File: src/rtl/instr_fetch.sv
// Byte-serial instruction fetch: assembles 1-3 byte opcodes from program ROM; a 1/2/3-byte instruction is presented 1/2/3 cycles after its fetch starts.
// Holds the instruction (ROM deselected) until ir_ready; jmp_en discards any partial or held instruction.
module instr_fetch #(
    parameter int ADDRWIDTH = 8
) (
    input  logic                 clk,
    input  logic                 rst,
    output logic                 CS,
    output logic [ADDRWIDTH-1:0] addr,
    input  logic [7:0]           din,
    input  logic                 jmp_en,
    input  logic [ADDRWIDTH-1:0] jmp_addr,
    input  logic                 ir_ready,
    output logic                 ir_valid,
    output logic [7:0]           opcode,
    output logic [7:0]           op1,
    output logic [7:0]           op2,
    output logic [1:0]           ilen,
    output logic [ADDRWIDTH-1:0] pc_next
);

    typedef enum logic [1:0] {S_OP, S_B1, S_B2, S_HOLD} state_t;

    localparam logic [ADDRWIDTH-1:0] ADDR_ONE = {{(ADDRWIDTH-1){1'b0}}, 1'b1};

    state_t               state_q, state_d;
    logic [ADDRWIDTH-1:0] addr_q, addr_d;
    logic [7:0]           opcode_q, opcode_d;
    logic [7:0]           op1_q, op1_d;
    logic [7:0]           op2_q, op2_d;
    logic [1:0]           ilen_q, ilen_d;
    logic [1:0]           len_dec;

    // 8051-style length table; everything not listed (including reserved A5) is one byte.
    function automatic logic [1:0] decode_len(input logic [7:0] op);
        logic [1:0] len;
        if (op inside {8'h02, 8'h12, 8'h10, 8'h20, 8'h30, 8'h43, 8'h53, 8'h63,
                       8'h75, 8'h85, 8'h90, [8'hB4:8'hBF], 8'hD5}) begin
            len = 2'd3;
        end else if ((op[4:0] == 5'b00001) ||
                     (op inside {8'h05, 8'h15, 8'h24, 8'h25, 8'h34, 8'h35, 8'h40, 8'h42,
                                 8'h44, 8'h45, 8'h50, 8'h52, 8'h54, 8'h55, 8'h60, 8'h62,
                                 8'h64, 8'h65, 8'h70, 8'h72, 8'h74, [8'h76:8'h7F], 8'h80,
                                 8'h82, [8'h86:8'h8F], 8'h92, 8'h94, 8'h95, 8'hA0, 8'hA2,
                                 [8'hA6:8'hAF], 8'hB0, 8'hB2, 8'hC0, 8'hC2, 8'hC5, 8'hD0,
                                 8'hD2, [8'hD8:8'hDF], 8'hE5, 8'hF5})) begin
            len = 2'd2;
        end else begin
            len = 2'd1;
        end
        return len;
    endfunction

    always_comb begin
        state_d  = state_q;
        addr_d   = addr_q;
        opcode_d = opcode_q;
        op1_d    = op1_q;
        op2_d    = op2_q;
        ilen_d   = ilen_q;
        len_dec  = decode_len(din);

        if (jmp_en) begin
            state_d = S_OP;
            addr_d  = jmp_addr;
        end else begin
            case (state_q)
                S_OP: begin
                    opcode_d = din;
                    op1_d    = 8'h00;
                    op2_d    = 8'h00;
                    ilen_d   = len_dec;
                    addr_d   = addr_q + ADDR_ONE;
                    state_d  = (len_dec == 2'd1) ? S_HOLD : S_B1;
                end
                S_B1: begin
                    op1_d   = din;
                    addr_d  = addr_q + ADDR_ONE;
                    state_d = (ilen_q == 2'd2) ? S_HOLD : S_B2;
                end
                S_B2: begin
                    op2_d   = din;
                    addr_d  = addr_q + ADDR_ONE;
                    state_d = S_HOLD;
                end
                S_HOLD: begin
                    // addr already points past the held instruction, so the next fetch needs no bubble.
                    if (ir_ready) begin
                        state_d = S_OP;
                    end
                end
                default: state_d = S_OP;
            endcase
        end
    end

    always_ff @(posedge clk) begin
        if (rst) begin
            state_q  <= S_OP;
            addr_q   <= '0;
            opcode_q <= 8'h00;
            op1_q    <= 8'h00;
            op2_q    <= 8'h00;
            ilen_q   <= 2'd0;
        end else begin
            state_q  <= state_d;
            addr_q   <= addr_d;
            opcode_q <= opcode_d;
            op1_q    <= op1_d;
            op2_q    <= op2_d;
            ilen_q   <= ilen_d;
        end
    end

    assign ir_valid = (state_q == S_HOLD);
    assign CS       = (state_q == S_HOLD);
    assign addr     = addr_q;
    assign pc_next  = addr_q;
    assign opcode   = opcode_q;
    assign op1      = op1_q;
    assign op2      = op2_q;
    assign ilen     = ilen_q;

endmodule

File: config.mk
export PLATFORM = sky130hd
export DESIGN_NAME = instr_fetch
export DESIGN_NICKNAME = d
export VERILOG_FILES = /design/src/rtl/instr_fetch.sv
export SDC_FILE = /design/constraint.sdc
export NUM_CORES = 1
export LEC_CHECK = 0
export ABC_AREA = 1
export CAP_MARGIN = 20
export CORE_UTILIZATION = 42
export DETAILED_ROUTE_END_ITERATION = 16
export PLACE_DENSITY = 0.73
export SYNTH_ARGS = -nofsm -noshare
export SYNTH_HDL_FRONTEND = slang
export SYNTH_SLANG_ARGS = --single-unit
File: constraint.sdc
create_clock -name clk -period 1.3 [get_ports clk]
set_input_delay 0.26 -clock clk [delete_from_list [all_inputs] [get_ports clk]]
set_output_delay 0.26 -clock clk [all_outputs]
set_load 0.05 [all_outputs]
Word level (Yosys, flattened, before mapping)
Cells that the tools add are included.
- bits of input ports: 20
- output and inout port bits: 44
- logic and storage cells: 101
- register bits after elaboration: 36
- muxes and demuxes: 10
- reduce and logical (&&, ||, !) cells: 17
- equality and inequality tests: 56
- order comparisons: 10
- $add $sub $neg: 1
- bitwise gates (word level): 1
- operators with widths (operator ; count):
    == test 8 x 7 -> 1 bit, second input constant ; 19
    == test 8 bit, second input constant ; 19
    == test 8 x 6 -> 1 bit, second input constant ; 6
    nonzero test 41 bit ; 1
    >= comparator 8 bit, second input constant ; 4
    less-or-equal comparator 8 bit, second input constant ; 4
    case mux 8 bit (2 select lines) ; 2
    == test 8 x 5 -> 1 bit, second input constant ; 3
    2-to-1 mux 8 bit ; 2
    nonzero test 13 bit ; 1
    adder 8 x 1 -> 8 bit, second input constant ; 1
    == test 8 x 2 -> 1 bit, second input constant ; 1
    == test 8 x 3 -> 1 bit, second input constant ; 1
    >= comparator 8 x 7 -> 1 bit, second input constant ; 1
    less-or-equal comparator 8 x 7 -> 1 bit, second input constant ; 1
    2-to-1 mux 2 bit ; 4
    case mux 2 bit (4 select lines) ; 1
    == test 2 bit, second input constant ; 3
    AND reduction 2 bit ; 3
    nonzero test 2 bit ; 3
    == test 5 x 1 -> 1 bit, second input constant ; 1
    logical AND 1 bit ; 5
    == test 2 x 1 -> 1 bit, second input constant ; 2
    OR reduction 3 bit ; 1
    other kinds (6) ; 6

Depth between registers and ports, before layout
Gate-level depths: netlist of the first run.
- depth in word-level cells: 9
- mapped depth: 12
- mapped depth without buffers: 11

Worst setup path after synthesis of the first run
Ideal clock, no wire load.
- path type: register -> register
- from: register addr_q[0] (netlist: addr[0])
- to: register addr_q[7] (netlist: addr[7])
- buffers on the path: 0
- path slack: -254 ps
- required time: 1168 ps
- period minus slack after synthesis: 1554 ps
- setup time: 132 ps
- cell stages (with the launch flop): 7
- arrival time: 1421 ps
- cells stage by stage: dfxtp_1 > nand3_1 > nor3_1 > nand3_1 > xnor2_1 > nand2_1 > a31oi_1
- word-level cells in the longest chain between the ends: 3
- RTL lines (item ; RTL line ; source):
    start: declaration ; 27 ; logic [ADDRWIDTH-1:0] addr_q, addr_d;
    start signal: assignment ; 107 ; addr_q <= addr_d;
    adder 8 x 1 -> 8 bit ; 73, 78, 83 ;
    2-to-1 mux 8 bit ; n/a ;
    2-to-1 mux 8 bit ; 63 ; if (jmp_en) begin
No other way between the ends. The select of a mux whose other input is x is not followed.
A chain may end at the register's enable or synchronous reset.

Worst setup path after layout of the first run
- from: register state_q[0]
- to: register state_q[0]
- word-level cells in the longest chain between the ends: 2
- elaborated cells on any way between the ends: 6
- classes of those cells: eq/ne: 4; mux: 1; reduce/logical: 1
- RTL lines (item ; RTL line ; source):
    start: declaration ; 26 ; state_t state_q, state_d;
    start signal: assignment ; 106 ; state_q <= state_d;
    == test 2 bit, or another cell as far along ; 67 ; case (state_q)
    case mux 2 bit (4 select lines) or != test 2 x 1 -> 1 bit (tied branches) ; n/a ;
Parallel ways exist; a longest one is shown, timed or not.

==> flow_summary_export.csv, run 1 <==
group,metric,value,unit
outcome,status,"complete, but fails checks",
outcome,violations,"negative setup slack",
synthesis,synth_flop_cell,"dfxtp_1",
synthesis,async_reset_ff_frac,0,
worst_setup_path,crit_slowest_cell,"dfxtp_2",
worst_setup_path,setup.worst_path.class,"reg2reg",
pwr,vdd_drop_max,0.784,mV
synthesis,netlist_instances,304,
worst_setup_path,crit_fanout,5,
placement,hpwlAfterDp,5000,µm
worst_setup_path,path_cells,"buf_6, ha_4, inv_4, buf_4, nor3b_2, o21ai_1, a21oi_1",
timing,setup_viol,22,
synthesis,ys_types,27,
worst_setup_path,worstPathArrival,1.66,ns
routing,dr.pass1.iters,5,
worst_setup_path,cp_top_family,"flip-flops",
synthesis,ys_ff_latch,36,
clocking,cts_made_buffers,5,
synthesis,yosysSeqAreaShare,0.356,
final_layout,fin_area,3950,µm²
global_route,overflow,0,
worst_setup_path,r2r_cells,7,
routing,vias,2733,
synthesis,synth-edff-count,0,
timing,final_max_slew_viol_count,0,
global_route,grt_pass1_wl,11200,µm
synthesis,synthTopCellsByArea,"dfxtp_1, nand2_1, a21oi_1",
synthesis,netlist_area,2030,µm²
final_layout,final_layout_size_suffix_gt1_frac,0.496,
global_route,grt_max_degree,19,
placement,place_ws,-0.689,ns
die,num_rows,24,
worst_setup_path,worst-path-stages,7,
timing,skew,0.0143,ns
worst_setup_path,crit_required,1.53,ns
routing,wl_met2,4460,µm
synthesis,synth_top_cell_area_share,0.356,
placement,gp_congestion,1.03,
worst_setup_path,critPathMaxStageDelay,0.38,ns
routing,drt_first_iter_violations,336,
clocking,cts_htree_levels,2,
flow_run,maxCapViolCount,0,
synthesis,synth_top_cell_by_area,"dfxtp_1",
die,io_pins,64,
synthesis,ys_top_cells_by_count,"nand2_1, dfxtp_1, a21oi_1, nor2_1, nand3_1",
min_path,whs_path_depth,4,
global_route,grt_pass1_vias,2352,
die,start_util,0.450,
routing,wl_met1,3190,µm
timing,min_period,1.44,ns
clocking,clkTransAtPathRegs,0.10,ns
global_route,track_usage,0.286,
routing,met3_wirelength,699,µm
timing,grt_setup_unrepaired,"yes",
routing,avgRoutedWirePerCell,19.1,µm
min_path,hold_class,"in2reg",
routing,top_layer_used,"met4",
timing,hold_viol,0,
pwr,powerDensity,963,nW/µm²
global_route,antenna_found_initial,0,
worst_setup_path,cp-start-kind,"flip-flop",
timing,timing.hold.ws,0.436,ns
clocking,worstSkewPairLatency,0.31,ns
final_layout,antennaDiodeCount,0,
final_layout,area_growth,94.8,%
clocking,clockBufferDepth,2,
placement,post_dp_cell_area,3430,µm²
clocking,cts_tree,"done",
placement,io_buffers,63,
clocking,clock-root-buffer,"clkbuf_8",
synthesis,syn_area_per_cell,6.67,µm²
die,die_w,71.5,µm
die,die_h,71.5,µm
timing,slew_headroom,0.812,
pwr,cellLeakagePower,0.00171,µW
routing,drc,0,
synthesis,ys_warn_count,0,
die,die-area,5110,µm²
timing,fmax,0.696,GHz
synthesis,synth_fp_nets,330,
pwr,report.power.total,3800,µW
die,core,4500,µm²
timing,worst_slack,-0.137,ns
final_layout,utilization,0.876,
timing,fin_crit_sh,1.11,
timing,worst_pin_slew,0.280,ns
routing,viasPerCell,5.83,
worst_setup_path,path_buf_inv,3,
routing,routed_wl,8960,µm
clocking,cts_hold_buf,0,
worst_setup_path,endpoint_kind,"flip-flop",
final_layout,fin_nets,442,
clocking,clock_sinks,36,
synthesis,synth.most_common_cell,"nand2_1",
routing,final_antenna_net_count,0,
worst register-to-register path: cells and delay by family, from the launching register on:
kind | cells | cell delay (ns)
DFF | 1 | 0.38
buffers and inverters | 3 | 0.31
AOI/OAI and AO/OA | 2 | 0.31
and+or+nand+nor | 1 | 0.22
adders and majority gates | 1 | 0.14
routing by layer:
layer	vias to the layer above	track usage
li1	1208	-
met1	1245	0.341
met2	206	0.524
met3	74	0.0450
met4	0	0.0915
met5	-	0
stage by stage:
step,setup TNS [ns],cells
6_report,-1.27,469
5_1_grt,-2.49,469
4_1_cts,-0.490,458
3_3_place_gp,-6.75,445
2_1_floorplan,-0.0368,304
3_5_place_dp,-7.52,445
timing repair:
item,CTS,global route
buffers inserted,4,10
endpoints found under the setup margin,24,34
pin swaps,5,15
resized for setup,40,87
cloned,1,1
hold endpoints to repair,0,0
cell families (layout without fill, tap and decap cells):
family          after synthesis  count (layout)  share of synthesized area
simple gates                151             151                      0.320
compound gates               58              58                      0.149
buf+inv                      47             160                      0.112
flops                        36              36                      0.356
fa+ha+maj                     6               6                     0.0370
xor+xnor                      6               6                     0.0259
sequential cells by signal, summed over array words and instances (netlist names):
| register | cells |
|---|---|
| op1 | 8 |
| op2 | 8 |
| opcode | 8 |
| state_q | 2 |
| ilen | 2 |
| addr | 8 |
final timing paths:
path | end | from | slack [ns]
worst max-delay path | state_q[0]$_SDFFE_PP0P_ | state_q[0]$_SDFFE_PP0P_ | -0.14
worst min-delay path | op1[2]$_SDFFE_PP0P_ | din[2] | 0.44
worst max register to register | state_q[0]$_SDFFE_PP0P_ | state_q[0]$_SDFFE_PP0P_ | -0.14
worst min register to register | op1[2]$_SDFFE_PP0P_ | op1[2]$_SDFFE_PP0P_ | 0.52
where the power goes:
part	leakage, µW	internal, µW	total [µW]	switching, µW
sequential	0.000299	1170	1270	91.8
clock	0.0000541	569	1070	505
combinational	0.00136	679	1460	785
final cells by class:
type	instances	area, µm²
Timing Repair Buffer	125	1570
Multi-Input combinational cell	221	1360
Sequential cell	36	737
Fill cell	200	557
Inverter	27	109
Clock buffer	5	68.8
Tap cell	52	65.1
Clock inverter	3	42.5
layout by cell type (no fill, tap or decap), types with 2 or more instances in the layout:
cell / instances
a21oi_1: 22
a21oi_2: 13
a31oi_1: 3
buf_12: 46
buf_2: 3
buf_4: 50
buf_6: 8
clkbuf_2: 5
clkbuf_8: 5
clkdlybuf4s50_1: 11
dfxtp_1: 27
dfxtp_2: 7
dfxtp_4: 2
ha_2: 2
ha_4: 4
inv_1: 16
inv_2: 8
inv_4: 3
nand2_1: 65
nand2_2: 9
nand2_4: 5
nand3_1: 24
nand3_2: 4
nor2_1: 22
nor2_2: 8
nor2_4: 8
nor3_2: 2
o21ai_0: 7
o21ai_1: 6
o21ai_2: 7
xor2_1: 5
Power figures use the tool's default switching activity.
==> run 2, diff against run 1 <==
--- a/config.mk
+++ b/config.mk
@@ -9,6 +9,7 @@
 export CAP_MARGIN = 20
 export CORE_UTILIZATION = 42
 export DETAILED_ROUTE_END_ITERATION = 16
+export GPL_TIMING_DRIVEN = 0
 export PLACE_DENSITY = 0.73
 export SYNTH_ARGS = -nofsm -noshare
 export SYNTH_HDL_FRONTEND = slang
==> flow_summary_export.csv, run 2 (same netlist as run 1, synthesis figures left out) <==
group,metric,value,unit
global_route,overflow,0,
clocking,cts_htree_levels,2,
global_route,grt_pass1_wl,9650,µm
clocking,clockBufferDepth,2,
worst_setup_path,startpoint,"state_q[0]$_SDFFE_PP0P_",
final_layout,final_cell_mix,"nand2_1, buf_2, nand3_1, dfxtp_1",
routing,drc,0,
timing,fin_crit_sh,1.04,
worst_setup_path,r2r-end,"op1[3]$_SDFFE_PP0P_",
timing,final_max_slew_viol_count,0,
final_layout,fin_area,3110,µm²
worst_setup_path,reg2reg_from,"state_q[1]$_SDFFE_PP0P_",
timing,hold_viol,0,
final_layout,antennaDiodeCount,0,
die,die_w,71.5,µm
clocking,clkTransAtPathRegs,0.07,ns
worst_setup_path,crit_fanout,6,
die,die_h,71.5,µm
final_layout,utilization,0.691,
timing,min_period,1.35,ns
min_path,min_from,"rst",
pwr,powerDensity,1000,nW/µm²
worst_setup_path,setup.worst_path.class,"reg2out",
clocking,cts_made_buffers,5,
worst_setup_path,worstPathArrival,1.09,ns
die,num_rows,24,
min_path,whs_path_depth,2,
worst_setup_path,reg2reg_setup_slack,0,ns
flow_run,maxCapViolCount,0,
clocking,cts_tree,"done",
timing,worst_pin_slew,0.511,ns
final_layout,area_growth,53.5,%
pwr,vdd_drop_max,0.754,mV
pwr,cellLeakagePower,0.00138,µW
routing,vias,2339,
timing,skew,0.00582,ns
global_route,antenna_found_initial,0,
final_layout,final_layout_size_suffix_gt1_frac,0.416,
timing,slew_headroom,0.659,
routing,avgRoutedWirePerCell,14.0,µm
worst_setup_path,cp-start-kind,"flip-flop",
die,start_util,0.450,
outcome,violations,"negative setup slack",
clocking,cts_hold_buf,0,
die,io_pins,64,
timing,setup_viol,4,
clocking,clock_sinks,36,
worst_setup_path,r2r_cells,7,
worst_setup_path,endpoint_kind,"output port",
routing,dr.pass1.iters,5,
min_path,hold_class,"in2reg",
clocking,clock-root-buffer,"clkbuf_8",
min_path,min_to,"op1[6]$_SDFFE_PP0P_",
placement,gp_congestion,0.949,
routing,routed_wl,6240,µm
routing,viasPerCell,5.24,
final_layout,fin_nets,419,
routing,drt_first_iter_violations,138,
placement,io_buffers,60,
global_route,track_usage,0.242,
timing,grt_setup_unrepaired,"yes",
die,core,4500,µm²
placement,hpwlAfterDp,4010,µm
die,die-area,5110,µm²
final_layout,final_common_cell,"nand2_1",
worst_setup_path,crit_required,1.04,ns
clocking,worstSkewPairLatency,0.29,ns
timing,worst_slack,-0.0523,ns
outcome,status,"complete, but fails checks",
placement,post_dp_cell_area,2710,µm²
global_route,grt_pass1_vias,2169,
global_route,grt_max_degree,11,
routing,final_antenna_net_count,0,
timing,fmax,0.739,GHz
run 2: cell types whose count changed in the layout (fill, tap and decap cells not counted), sizes merged:
cell,previous run,this run
buf,107,70
bufinv,1,0
clkbuf,12,13
clkdlybuf4s15,0,17
clkdlybuf4s18,0,1
clkdlybuf4s50,11,9
clkinv,1,0
clkinvlp,1,0
run 2: how the worst max path moves through the flow:
stage,endpoint,slack [ns],depth (start not counted)
6_report,CS,-0.05,3
3_5_place_dp,state_q[1]$_SDFFE_PP0P_,-0.72,12
5_1_grt,state_q[1]$_SDFFE_PP0P_,-0.09,12
4_1_cts,ir_valid,-0.06,3
3_3_place_gp,state_q[1]$_SDFFE_PP0P_,-0.71,12
2_1_floorplan,addr[7]$_SDFFE_PP0P_,-0.03,6
run 2: layer usage:
metal	share of wire	vias to the layer above	global-route usage
li1	-	1151	-
met1	0.44	1090	0.300
met2	0.48	87	0.403
met3	0.061	11	0.0647
met4	0.015	0	0.0937
met5	0	-	0
run 2: critical path, cell delays in order, from the launching register on:
cell	delay, ns
dfxtp_4	0.38
ha_4	0.18
buf_12	0.12
buf_12	0.13
run 2: stage by stage:
stage | instances | hold WS, ns | worst slack (ns) | setup TNS [ns] | power [µW]
global route | 446 | 0.297 | -0.0934 | -1.09 | 3260
global placement | 416 | 0.449 | -0.715 | -13.14 | 2140
detailed placement | 416 | 0.456 | -0.722 | -13.85 | 2150
floorplan | 304 | 0.407 | -0.0337 | -0.0368 | 1850
finish | 446 | 0.304 | -0.0523 | -0.110 | 3120
CTS | 440 | 0.312 | -0.0650 | -0.0650 | 3050
run 2: area by class of cell:
class | instances | area (µm²)
tap | 52 | 65.1
multi-input combinational | 221 | 1260
buffer | 19 | 151
timing repair buffer | 83 | 691
inverter | 27 | 114
fill | 387 | 1390
sequential | 36 | 742
clock buffer | 8 | 90.1
run 2: power breakdown:
| part | internal, µW | switching [µW] | leakage [µW] |
|---|---|---|---|
| Combinational | 371 | 674 | 0.00104 |
| Sequential | 1170 | 64.3 | 0.000299 |
| Clock | 433 | 408 | 0.0000455 |
run 2: what timing repair did:
| action | in CTS | in global routing |
|---|---|---|
| setup endpoints to repair | 71 | 50 |
| buffers inserted | 13 | 7 |
| endpoints found under the hold margin | 0 | 0 |
| gates cloned | 4 | 0 |
| gates resized for setup | 228 | 89 |
| pin swaps | 5 | 16 |
